### src/rtl/instr_sequencer.sv
// instr_sequencer: runs a loaded program and issues opcode/operand pairs over valid/ready
module instr_sequencer #(
    parameter int OP_WIDTH   = 4,
    parameter int REP_WIDTH  = 4,
    parameter int ARG_WIDTH  = 8,
    parameter int ADDR_WIDTH = 5
) (
    input  logic                                        clk,
    input  logic                                        rst_n,
    input  logic                                        prog_we,
    input  logic [ADDR_WIDTH-1:0]                       prog_addr,
    input  logic [OP_WIDTH+REP_WIDTH+ARG_WIDTH-1:0]     prog_wdata,
    input  logic [ADDR_WIDTH:0]                         prog_len,
    input  logic                                        start,
    input  logic                                        issue_ready,
    output logic [OP_WIDTH-1:0]                         opcode_out,
    output logic [ARG_WIDTH-1:0]                        operand_out,
    output logic                                        issue_valid,
    output logic                                        busy,
    output logic                                        done,
    output logic                                        err
);
    localparam int W = OP_WIDTH + REP_WIDTH + ARG_WIDTH;

    typedef enum logic [2:0] {IDLE, FETCH, ISSUE, WAIT, DONE} state_t;

    state_t                 state;
    logic [W-1:0]           mem [2**ADDR_WIDTH];
    logic [W-1:0]           word;
    logic [ADDR_WIDTH-1:0]  pc;
    logic [ADDR_WIDTH-1:0]  rd_addr;
    logic [ADDR_WIDTH:0]    len;
    logic [ADDR_WIDTH:0]    pc_adv;
    logic [REP_WIDTH-1:0]   rep_cnt;
    logic [OP_WIDTH-1:0]    w_op;
    logic [REP_WIDTH-1:0]   w_rep;
    logic [ARG_WIDTH-1:0]   w_arg;
    logic                   last;
    logic                   adv;

    assign w_op    = word[W-1 -: OP_WIDTH];
    assign w_rep   = word[ARG_WIDTH +: REP_WIDTH];
    assign w_arg   = word[ARG_WIDTH-1:0];
    assign pc_adv  = {1'b0, pc} + (ADDR_WIDTH+1)'(1);
    assign last    = pc_adv == len;
    // The read is launched on the edge that enters FETCH, so address the pc that FETCH will see.
    assign rd_addr = (state == IDLE) ? '0 : pc_adv[ADDR_WIDTH-1:0];
    // An instruction retires on an undefined opcode, the final handshake, or the last wait cycle.
    assign adv = (state == FETCH && w_op[OP_WIDTH-1] && !(&w_op)) ||
                 (state == ISSUE && issue_ready && rep_cnt == '0) ||
                 (state == WAIT && rep_cnt == '0);

    // Program memory: host writes only while idle, synchronous read into the fetch word.
    always_ff @(posedge clk) begin
        if (prog_we && !busy) mem[prog_addr] <= prog_wdata;
        word <= mem[rd_addr];
    end

    // Sequencer state machine with registered outputs.
    always_ff @(posedge clk) begin
        if (!rst_n) begin
            state       <= IDLE;
            pc          <= '0;
            len         <= '0;
            rep_cnt     <= '0;
            opcode_out  <= '0;
            operand_out <= '0;
            issue_valid <= 1'b0;
            busy        <= 1'b0;
            done        <= 1'b0;
            err         <= 1'b0;
        end else begin
            case (state)
                IDLE: if (start) begin
                    len   <= prog_len;
                    pc    <= '0;
                    err   <= 1'b0;
                    busy  <= 1'b1;
                    done  <= prog_len == '0;
                    state <= (prog_len == '0) ? DONE : FETCH;
                end
                FETCH: begin
                    rep_cnt <= w_rep;
                    if (!w_op[OP_WIDTH-1]) begin
                        state       <= ISSUE;
                        opcode_out  <= w_op;
                        operand_out <= w_arg;
                        issue_valid <= 1'b1;
                    end else if (&w_op) state <= WAIT;
                    else err <= 1'b1;
                end
                ISSUE: if (issue_ready && rep_cnt != '0) begin
                    rep_cnt     <= rep_cnt - REP_WIDTH'(1);
                    operand_out <= operand_out + ARG_WIDTH'(1);
                end
                WAIT: rep_cnt <= rep_cnt - REP_WIDTH'(1);
                DONE: begin
                    done  <= 1'b0;
                    busy  <= 1'b0;
                    state <= IDLE;
                end
                default: state <= IDLE;
            endcase
            if (adv) begin
                pc          <= pc_adv[ADDR_WIDTH-1:0];
                state       <= last ? DONE : FETCH;
                done        <= last;
                issue_valid <= 1'b0;
            end
        end
    end
endmodule

### config.mk
export PLATFORM = sky130hd
export DESIGN_NAME = instr_sequencer
export DESIGN_NICKNAME = d
export VERILOG_FILES = /design/src/rtl/instr_sequencer.sv
export SDC_FILE = /design/constraint.sdc
export NUM_CORES = 1
export LEC_CHECK = 0
export CAP_MARGIN = 20
export CORE_MARGIN = 10
export CORE_UTILIZATION = 62
export DETAILED_ROUTE_END_ITERATION = 16
export PLACE_DENSITY_LB_ADDON = 0.3
export SETUP_SLACK_MARGIN = 0.05
export SYNTH_ARGS = -nofsm -noshare
export SYNTH_HDL_FRONTEND = slang
export SYNTH_SLANG_ARGS = --single-unit
### constraint.sdc
create_clock -name clk -period 3.2 [get_ports clk]
set_clock_uncertainty 0.1 [all_clocks]
set_input_delay 0.8 -clock clk [delete_from_list [all_inputs] [get_ports clk]]
set_output_delay 0.8 -clock clk [all_outputs]
set_load 0.02 [all_outputs]
==> flow_summary_export.csv <==
group,metric,value,unit
outcome,status,"finished clean",
clock_tree,cts_root_buf,"clkbuf_16",
layout,layout-drive-gt1-share,0.1757,
sta,maxSlewHeadroom,0.3275,
die,rows,71,
placement,dp_hpwl,36.71,mm
detailed_routing,wirelength,59.02,mm
power_and_ir_drop,p_per_area,744.1,nW/um2
logic_synthesis,synthTopCellsByArea,"edfxtp_1 66%, dfxtp_1 4.2%, mux2_2 2.5%, mux4_2 2.3%, mux2i_1 2.2%",
clock_tree,post_cts_resized,0,
min_path,hold_depth,2,
die,initial_core_util,0.6247,
clock_tree,cts-buffers-inserted,55,
detailed_routing,ant_nets,0,
clock_tree,htree_levels,2,
clock_tree,clkLatencyLatePin,610,ps
logic_synthesis,synthCells,1562,
setup_path,cp_max_fo,47,
global_route,grt_max_degree,151,
sta,final.setup.worst_slack,368.7,ps
clock_tree,clock_path_buffers,3,
setup_path,worstRegToRegCells,6,
global_route,grt_pass1_vias,13740,
run,cap_violations,0,
die,core_area,37490,um2
clock_tree,post-cts-setup-buffers,0,
layout,final_nets,1692,
placement,gp_routability_congestion,0.9374,
detailed_routing,vias,14400,
sta,fin_crit_sh,0.8848,
detailed_routing,drt_iter0_drc,2179,
sta,fin_crit,2831,ps
logic_synthesis,synth-edff-count,512,
detailed_routing,wl_per_cell,26.67,um
placement,io_buffers,46,
setup_path,cp_data_arrival_time,3190,ps
placement,place_area,24810,um2
setup_path,end_kind,"flop",
logic_synthesis,synth_top_area_share,0.6565,
min_path,hp-class,"reg2reg",
clock_tree,clkSlewWorstSetupHoldPaths,60,ps
detailed_routing,viasPerCell,6.507,
detailed_routing,first_pass_iters,6,
sta,tightestPinTransition,1003,ps
sta,final_max_slew_viol_count,0,
logic_synthesis,postSynthAreaPerCell,14.99,um2
clock_tree,ctsHoldBuffers,0,
die,die_x,214.4,um
logic_synthesis,yosys-top-cells-count,"512 x edfxtp_1, 95 x nor2_1, 82 x nand2_1, 68 x nor2b_1, 60 x a21oi_1",
power_and_ir_drop,ir_worst_vdd,0.4849,mV
global_route,grt.total_usage,0.2518,
logic_synthesis,synth-main-ff-cell,"edfxtp_1",
sta,setup_viol,0,
layout,areaGrowthSynthToFinish,13.65,%
die,dieArea,45950,um2
power_and_ir_drop,p_leak,8.474,nW
die,die_y,214.4,um
logic_synthesis,yosys_warnings,0,
setup_path,cp.required,3560,ps
setup_path,critical_path_class,"reg2reg",
global_route,gr-total-overflow,0,
sta,clock.fmax,353.2,MHz
logic_synthesis,async_reset_ff_frac,0,
detailed_routing,drc,0,
placement,dp_worst_setup_slack,277.8,ps
logic_synthesis,synth.most_common_cell,"edfxtp_1",
sta,hold_viol,0,
clock_tree,clkSinkCount,561,
logic_synthesis,seq_area_frac_synth,0.6984,
global_route,antenna_found_initial,0,
clock_tree,cts_tree,"yes",
logic_synthesis,syn_area,23420,um2
die,num_io_pins,48,
logic_synthesis,ys_types,76,
logic_synthesis,syn_nets,1598,
logic_synthesis,synth_top_area_cell,"edfxtp_1",
sta,rsz0062_at_grt,"no",
sta,finalSetupTns,0,ps
logic_synthesis,ys_seq_elements,561,
global_route,grt_first_pass_wirelength,87.15,mm
layout,num_antenna_cells,0,
layout,final_area,26610,um2
setup_path,cp-start-kind,"flop",
-- state kept, by name (all words and copies together) (netlist names), 3 cells and up --
name and cells:
operand_out 8, state 3, pc 5, len 6, opcode_out 3, word 16
rep_cnt 4, mem 512
-- critical path: stages, from the launching register on --
cell,delay (ps)
dfxtp_1,430
or3_2,630
buf_12,220
a221oi_2,340
nor2_1,110
a221oi_1,600
o221ai_1,210
-- metal layers --
metal | GRT usage | wire [um]
met2 | 0.3766 | 26580
met1 | 0.3561 | 23220
met5 | 0 | 0
met3 | 0.05994 | 7193
met4 | 0.09076 | 2031
-- cell families after synthesis --
group,Yosys count,share of synthesized area
AOI/OAI and AO/OA,350,0.1126
DFF,561,0.6984
other,1,0.0001601
adders and majority gates,4,0.002137
buffers and inverters,121,0.02613
and+or+nand+nor,383,0.08404
xor gates and xnor gates,13,0.005770
muxes,129,0.07079
-- layout by cell type (no fill, tap or decap), types with 13 or more instances in the layout --
| master | instances |
|---|---|
| clkinv_2 | 14 |
| mux2i_1 | 52 |
| clkdlybuf4s50_1 | 46 |
| dfxtp_1 | 48 |
| or3_1 | 28 |
| clkbuf_16 | 57 |
| and2_1 | 13 |
| o31ai_1 | 13 |
| nor2b_1 | 68 |
| mux4_2 | 24 |
| o221ai_1 | 25 |
| edfxtp_1 | 512 |
| nand2_1 | 82 |
| a211oi_1 | 35 |
| nand3_1 | 23 |
| a21oi_1 | 60 |
| a22oi_1 | 57 |
| nor2_1 | 95 |
| o22ai_1 | 17 |
| mux2_2 | 53 |
| a221oi_1 | 13 |
| nand2b_1 | 29 |
| o21ai_0 | 36 |
| buf_4 | 98 |
-- final timing paths --
kind | startpoint | end | slack, ps
max | state[2]$_SDFFE_PN0P_ | word[10]$_DFF_P_ | 370
min | len[2]$_SDFFE_PN0P_ | len[2]$_SDFFE_PN0P_ | 370
max reg2reg | state[2]$_SDFFE_PN0P_ | word[10]$_DFF_P_ | 370
min reg2reg | len[2]$_SDFFE_PN0P_ | len[2]$_SDFFE_PN0P_ | 370
-- where the power goes --
| part | total, W | internal (W) | leakage, nW | switching, W |
|---|---|---|---|---|
| combinational | 0.00489 | 0.00183 | 2.57 | 0.00306 |
| sequential | 0.00851 | 0.00825 | 5.01 | 0.000264 |
| clock | 0.00640 | 0.00371 | 0.890 | 0.00269 |
-- stage by stage --
stage	power (W)	hold slack, ps	utilization	std cells
floorplan	0.01186	336.8	-	1562
global placement	0.01334	357.7	0.6616	2109
detailed placement	0.01345	357.7	0.6617	2109
CTS	0.01975	369.8	0.7097	2212
global route	0.02046	388.9	0.7099	2213
finish	0.01980	371.8	0.7099	2213
-- final cells by class --
class	count	area (um2)
clock buffers	73	1546
repair buffers	150	1316
flip-flops and latches	561	16360
inverters	8	30.03
clock inverters	30	252.7
fillers	2454	10870
multi-input cells	880	6470
well taps	511	639.4
(Power assumes the default switching activity.)
